--- config.mk ---
export PLATFORM = sky130hd
export DESIGN_NAME = hazard_ctrl
export DESIGN_NICKNAME = d
export VERILOG_FILES = /design/src/rtl/hazard_ctrl.sv
export SDC_FILE = /design/constraint.sdc
export NUM_CORES = 1
export LEC_CHECK = 0
export BUFFER_PORTS_ARGS = -buffer_cell sky130_fd_sc_hd__buf_2
export CORE_UTILIZATION = 54
export DETAILED_ROUTE_END_ITERATION = 8
export PLACE_DENSITY = 0.76
export SLEW_MARGIN = 15
export SYNTH_ARGS = -nofsm -noshare
export SYNTH_HDL_FRONTEND = slang
export SYNTH_SLANG_ARGS = --single-unit
--- constraint.sdc ---
create_clock -name clk_i -period 3.1 [get_ports clk_i]
set_clock_uncertainty 0.2 [all_clocks]
set_input_delay 0.775 -clock clk_i [delete_from_list [all_inputs] [get_ports clk_i]]
set_output_delay 0.775 -clock clk_i [all_outputs]
set_load 0.1 [all_outputs]
--- src/rtl/hazard_ctrl.sv ---
// Hazard and stall controller for a 5-stage pipeline without forwarding.
// Tracks in-flight register writes (EX/MEM/WB) and drives PC, IF/ID and ID/EX controls.
module hazard_ctrl #(
    parameter int REG_AW = 5,
    parameter int CNT_W  = 32
) (
    input  logic              clk_i,
    input  logic              rst_ni,
    input  logic              id_valid_i,
    input  logic [REG_AW-1:0] id_rs1_i,
    input  logic [REG_AW-1:0] id_rs2_i,
    input  logic              id_rs1_used_i,
    input  logic              id_rs2_used_i,
    input  logic [REG_AW-1:0] id_rd_i,
    input  logic              id_rd_wen_i,
    input  logic              br_taken_i,
    input  logic              mem_ready_i,
    output logic              pc_hold_o,
    output logic              if_id_hold_o,
    output logic              if_id_flush_o,
    output logic              id_ex_flush_o,
    output logic              pipe_freeze_o,
    output logic              raw_stall_o,
    output logic [CNT_W-1:0]  stall_cnt_o
);

    logic              ex_v, mem_v, wb_v;
    logic [REG_AW-1:0] ex_rd, mem_rd, wb_rd;
    logic [CNT_W-1:0]  cnt;

    logic hit1, hit2, raw, freeze, branch, raw_stall, new_v;

    // No register-file bypass, so a destination stays pending through WB.
    assign hit1 = id_rs1_used_i && (id_rs1_i != '0) &&
                  ((ex_v && ex_rd == id_rs1_i) || (mem_v && mem_rd == id_rs1_i) ||
                   (wb_v && wb_rd == id_rs1_i));
    assign hit2 = id_rs2_used_i && (id_rs2_i != '0) &&
                  ((ex_v && ex_rd == id_rs2_i) || (mem_v && mem_rd == id_rs2_i) ||
                   (wb_v && wb_rd == id_rs2_i));

    assign raw       = id_valid_i && (hit1 || hit2);
    assign freeze    = !mem_ready_i;
    assign branch    = mem_ready_i && br_taken_i;
    assign raw_stall = mem_ready_i && !br_taken_i && raw;
    assign new_v     = id_valid_i && id_rd_wen_i && (id_rd_i != '0);

    assign pc_hold_o     = freeze || raw_stall;
    assign if_id_hold_o  = freeze || raw_stall;
    assign if_id_flush_o = branch;
    assign id_ex_flush_o = branch || raw_stall;
    assign pipe_freeze_o = freeze;
    assign raw_stall_o   = raw_stall;
    assign stall_cnt_o   = cnt;

    always_ff @(posedge clk_i or negedge rst_ni) begin
        if (!rst_ni) begin
            ex_v   <= 1'b0;
            mem_v  <= 1'b0;
            wb_v   <= 1'b0;
            ex_rd  <= '0;
            mem_rd <= '0;
            wb_rd  <= '0;
            cnt    <= '0;
        end else if (!freeze) begin
            wb_v   <= mem_v;
            wb_rd  <= mem_rd;
            mem_v  <= ex_v;
            mem_rd <= ex_rd;
            // Branch kills and RAW stalls both push a bubble into EX.
            ex_v   <= new_v && !br_taken_i && !raw;
            ex_rd  <= id_rd_i;
            if (raw_stall && cnt != '1)
                cnt <= cnt + 1'b1;
        end
    end

endmodule

==> out/results.tsv, run 1 <==
metric	value	unit
ff2ff_setup_slack	320	ps
stdcell_count	389	
drive_gt1_share	41.0	%
die_w	72.4	um
violations	setup timing	
syn_nets	263	
crit_type	in2out	
synth_top_family_by_area	XOR/XNOR gates	
yosysTopAreaCellShare	46.8	%
rsz0062_at_grt	true	
yosys.area_share.adder	0.468	%
rr_endpoint	stall_cnt_o[10]	
drtIter0Drc	83	
critical_path.startpoint	id_rs2_i[2]	
routed_wl	6020	um
fin_nets	345	
final_area	3550	um2
synth_mux_area_share	7.57	%
synth_flop_cell	dfrtp_1	
final.fill_count	328	
dpl_cell_area	3280	um2
p_leak	1.87	nW
r2r_start	mem_rd[2]	
fin_crit_sh	104	%
worstHoldPathType	reg2reg	
place.detailed.hpwl	4420	um
slew_violations	0	
drc_errors	0	
grt_pass1_vias	1971	
fp.dieH	72.4	um
startpoint_type	primary input	
hold_slack	290	ps
row_count	25	
max-cap-violations	0	
async_flop_share	100	%
ctsHoldBuffers	0	
n_antenna_cell	0	
placedCellCount	377	
min_from	stall_cnt_o[23]	
die-area	5240	um2
ys_seq_area_share	46.8	%
arrival	2250	ps
p_per_area	404	nW/um2
synth-compound-area-share	3.13	%
max_freq	0.310	GHz
pre_cts_ws	-326	ps
yosys.area_share.simple	19.9	%
cts-root-buf	clkbuf_8	
firstDrtPassIters	4	
finalHoldViolations	0	
track_usage	24.4	%
io_pins	61	
io_buffer_count	60	
globalplace.congestion	0.943	
synth-edff-count	0	
netSwitchingPower	390	uW
ant_nets	0	
netlist-cell-type-count	40	
p_int	1.04	mW
synth_xor_area_share	20.5	%
ys_top_cells_by_area	dfrtp_1 (47%), xor2_1 (14%), mux2_2 (7.2%)	
final_common_cell	buf_2	
multiInputGateArea	1490	um2
p_clk_share	31.0	%
worstPathMaxFanout	4	
layout_common_cells	buf_2 (50), dfrtp_1 (44), xor2_1 (42)	
worstMarginPinSlew	630	ps
combPwrFrac	17.2	%
clk_pin_slew	80	ps
clockBufferDepth	2	
area_growth	32.5	%
slew_headroom	58.0	%
synthCells	239	
ys_warn_count	0	
min_path_cells	1	
worstHoldEndpoint	stall_cnt_o[23]	
vias_per_cell	5.35	
syn_area	2680	um2
period_needed	3230	ps
r2r_cells	10	
postSynthAreaPerCell	11.2	um2
pwr-share-seq	51.8	%
cts_tree	built	
swShare	27.2	%
end_kind	primary output	
htreeDepth	2	
setup_violations	4	
vdd_ir_drop_max	478	uV
cts_buffers	5	
clock_latency	300	ps
grt_pass1_wl	9630	um
seq_area	1260	um2
grt_max_degree	51	
outcome	complete, but fails checks	
core	4750	um2
start_util	56.3	%
critPathRequiredTime	2120	ps
synth_top_area_cell	dfrtp_1	
cts_num_sinks	50	
synth_seq_cells	50	
fin_ws	-127	ps
gr-total-overflow	0	
wl_per_cell	15.5	um
antenna_found_initial	0	
via_count	2082	
==> flip-flops by register name (all words and copies together), names as in the netlist <==
signal / cells
stall_cnt_o: 32
ex_rd: 5
mem_rd: 5
wb_rd: 5
ex_v: 1
mem_v: 1
wb_v: 1
==> cells in the mapped netlist (3+ instances only) <==
| master | count |
|---|---|
| nand3b_1 | 4 |
| or4_1 | 3 |
| and3_1 | 13 |
| mux2_2 | 17 |
| nand2b_1 | 4 |
| inv_1 | 3 |
| xnor2_1 | 15 |
| nand2_1 | 17 |
| nand3_1 | 3 |
| nor3_1 | 9 |
| nor3b_1 | 3 |
| xor2_1 | 44 |
| clkbuf_1 | 3 |
| dfrtp_1 | 50 |
| nor2_1 | 13 |
| nor4_1 | 6 |
==> stage by stage <==
stage	TNS [ps]	total power, mW	utilization [%]
after CTS	-593	1.43	72.9
after global routing	-808	1.50	74.6
after global placement	-1150	0.967	69.1
after detailed placement	-1400	0.971	69.1
after floorplan	-145	0.879	-
final	-494	1.43	74.6
==> power groups by stage <==
| stage | Combinational (mW) | Clock [mW] | Sequential [mW] |
|---|---|---|---|
| 2_1_floorplan | 0.128 | 0 | 0.750 |
| 3_3_place_gp | 0.217 | 0 | 0.750 |
| 3_5_place_dp | 0.222 | 0 | 0.749 |
| 4_1_cts | 0.232 | 0.460 | 0.738 |
| 5_1_grt | 0.267 | 0.481 | 0.748 |
| 6_report | 0.246 | 0.445 | 0.742 |
==> metal layers <==
metal  vias to the layer above  routed length, um  track usage (%)  share of wire [%]
met5                         -                  0                0                  0
met3                         8                312             5.56                5.2
met4                         0                 89             9.37                1.5
met1                      1026               2700             33.9                 45
li1                        992                  -                -                  -
met2                        56               2920             37.5                 48
==> cell type report <==
class | count | area share [%]
Multi-Input combinational cell | 179 | 42.1
Sequential cell | 50 | 35.5
Timing Repair Buffer | 82 | 16.6
Tap cell | 67 | 2.36
Clock buffer | 7 | 2.15
Clock inverter | 1 | 0.847
Inverter | 3 | 0.423
==> worst max-delay path by stage <==
stage,to,slack [ps],depth (start not counted)
after floorplan,id_ex_flush_o,-80,3
after global placement,id_ex_flush_o,-300,9
after detailed placement,id_ex_flush_o,-330,9
after CTS,raw_stall_o,-150,9
after global routing,raw_stall_o,-210,9
final,pc_hold_o,-130,9
==> kinds of logic (layout without fill, tap and decap cells) <==
kind of cell | Yosys count | in the layout
xor+xnor | 61 | 61
flops | 50 | 50
mux | 18 | 18
buf+inv | 10 | 93
fa+ha+maj | 1 | 1
simple gates | 88 | 88
compound gates | 11 | 11
==> repair_timing <==
action	CTS	global route
endpoints found under the setup margin	4	4
pin swaps	8	7
buffers inserted	2	2
endpoints found under the hold margin	0	0
gates resized for setup	15	12
==> critical path, cell delays in order <==
cell	delay, ps
buf_6	120
xor2_4	150
nor4_4	310
and3_4	240
nor3_2	40
o22ai_2	210
nand2_4	130
nand2_8	100
buf_12	170
Note: power is estimated with default switching activity, not from simulation.
==> inputs of run 2 (changes only) <==
--- a/config.mk
+++ b/config.mk
@@ -7,7 +7,8 @@
 export LEC_CHECK = 0
 export BUFFER_PORTS_ARGS = -buffer_cell sky130_fd_sc_hd__buf_2
-export CORE_UTILIZATION = 54
+export CORE_MARGIN = 3
+export CORE_UTILIZATION = 45
 export DETAILED_ROUTE_END_ITERATION = 8
-export PLACE_DENSITY = 0.76
+export PLACE_DENSITY = 0.64
 export SLEW_MARGIN = 15
 export SYNTH_ARGS = -nofsm -noshare
--- a/constraint.sdc
+++ b/constraint.sdc
@@ -3,3 +3,3 @@
 set_input_delay 0.775 -clock clk_i [delete_from_list [all_inputs] [get_ports clk_i]]
 set_output_delay 0.775 -clock clk_i [all_outputs]
-set_load 0.1 [all_outputs]
+set_load 0.01 [all_outputs]
==> out/results.tsv, run 2 (synthesis results as in run 1) <==
metric	value	unit	change
core	5640	um2	+19%
worstHoldPathType	in2async		
fin_ws	-40.4	ps	+86.2 ps
layout_common_cells	buf_2 (55), dfrtp_1 (50), xor2_1 (43)		
worst_path_largest_cell_delay	280	ps	-30 ps
htreeDepth	2		unchanged
gr-total-overflow	0		unchanged
firstDrtPassIters	4		unchanged
max_freq	0.318	GHz	+2.7%
grt_pass1_wl	9970	um	+3.5%
vias_per_cell	5.24		-2.0%
globalplace.congestion	0.822		-13%
crit_type	in2out		
cts_tree	built		
clock_latency	290	ps	about the same
cts_buffers	5		unchanged
io_pins	61		unchanged
violations	setup timing		
final_area	3310	um2	-6.8%
clk_pin_slew	90	ps	about the same
startpoint_type	primary input		
worstMarginPinSlew	506	ps	-124 ps
critical_path.startpoint	id_rs2_i[2]		
largest_register_ffs	32		unchanged
wl_met3	348	um	+12%
worstPathMaxFanout	4		unchanged
p_leak	1.80	nW	-4.1%
outcome	complete, but fails checks		
wl_per_cell	15.4	um	-0.78%
setup_violations	4		unchanged
max-cap-violations	0		unchanged
final.fill_count	498		+52%
routed.top_layer	met4		
die-area	6910	um2	+32%
drc_errors	0		unchanged
area_growth	23.5	%	
drtIter0Drc	90		+8.4%
ff2ff_setup_slack	400	ps	+80 ps
die_w	83.1	um	+15%
r2r_start	ex_rd[1]		
fp.dieH	83.1	um	+15%
fin_crit_sh	101	%	-2.8 points
cp_common_cell	nand2_1		
antenna_found_initial	0		unchanged
rsz0062_at_grt	true		
cts_num_sinks	50		unchanged
track_usage	17.5	%	-6.9 points
critPathRequiredTime	2120	ps	about the same
arrival	2170	ps	-80 ps
n_antenna_cell	0		unchanged
place.detailed.hpwl	4370	um	-1.0%
met2_length	2730	um	-6.5%
hold_slack	228	ps	-62.0 ps
grt_pass1_vias	1987		+0.81%
fin_nets	335		-2.9%
crit_buf_inv	2		unchanged
via_count	2014		-3.3%
slew_violations	0		unchanged
cpMaxStageDelayCell	nor4_2		
cp_top_family	simple AND/OR/NAND/NOR gates		
vdd_ir_drop_max	244	uV	-49%
clockBufferDepth	2		unchanged
final_common_cell	buf_2		
drive_gt1_share	33.7	%	-7.3 points
routed_wl	5900	um	-2.1%
slew_headroom	66.0	%	+8.0 points
dpl_cell_area	3110	um2	-5.2%
finalHoldViolations	0		unchanged
period_needed	3140	ps	-86.2 ps
ant_nets	0		unchanged
row_count	27		+8.0%
cts-root-buf	clkbuf_8		
grt_max_degree	32		-37%
m1WireLength	2770	um	+2.7%
path_cells	buf_8 -> xor2_2 -> nor4_2 -> and3_1 -> nor3_2 -> o22ai_1 -> nand2_1 -> nand2_1 -> buf_2		
start_util	47.4	%	-8.9 points
io_buffer_count	60		unchanged
end_kind	primary output		
p_per_area	412	nW/um2	+1.9%
==> run 2: final cells by class <==
type	count	area [um2]	area share (%)
repair buffers	72	443	13.4
clock inverters	1	30.0	0.908
flip-flops and latches	50	1250	37.9
multi-input cells	179	1400	42.5
clock buffers	7	76.3	2.31
well taps	72	90.1	2.73
inverters	3	11.3	0.341
==> run 2: per-stage QoR <==
stage	util, %	worst slack (ps)	power [mW]	cells	setup TNS [ps]
6_report	58.6	-40.4	1.36	384	-103
5_1_grt	58.6	-165	1.43	384	-602
4_1_cts	57.8	1.24	1.37	382	0
3_5_place_dp	55.2	-53.1	0.910	371	-148
3_3_place_gp	55.2	-89.2	0.908	371	-301
2_1_floorplan	-	198	0.833	239	0
==> run 2: what timing repair did <==
item                       in CTS  in global routing
gates resized for setup         6                  7
buffers inserted                3                  2
cloned                          0                  0
hold buffers                    0                  0
setup endpoints to repair       4                  4
pin swaps                      10                 11
==> run 2: path summary, 6_finish.rpt <==
path / endpoint / cells after the start
max reg2reg: stall_cnt_o[10] / 10
min reg2reg: stall_cnt_o[10] / 1
min in group clk_i: stall_cnt_o[10] / 1
min: stall_cnt_o[24] / 1
max in group asynchronous: wb_rd[4] / 2
max: if_id_hold_o / 9
==> run 2: report_power, final <==
part	total, mW	internal, mW	switching (mW)	leakage (nW)
clock	0.452	0.242	0.210	0.0524
sequential	0.735	0.686	0.0486	0.664
combinational	0.174	0.0944	0.0797	1.08
==> run 2: per-layer routing <==
layer | GRT usage [%] | vias to the layer above
met2 | 26.9 | 59
met3 | 4.66 | 4
li1 | - | 970
met1 | 24.7 | 981
met5 | 0 | -
met4 | 4.46 | 0
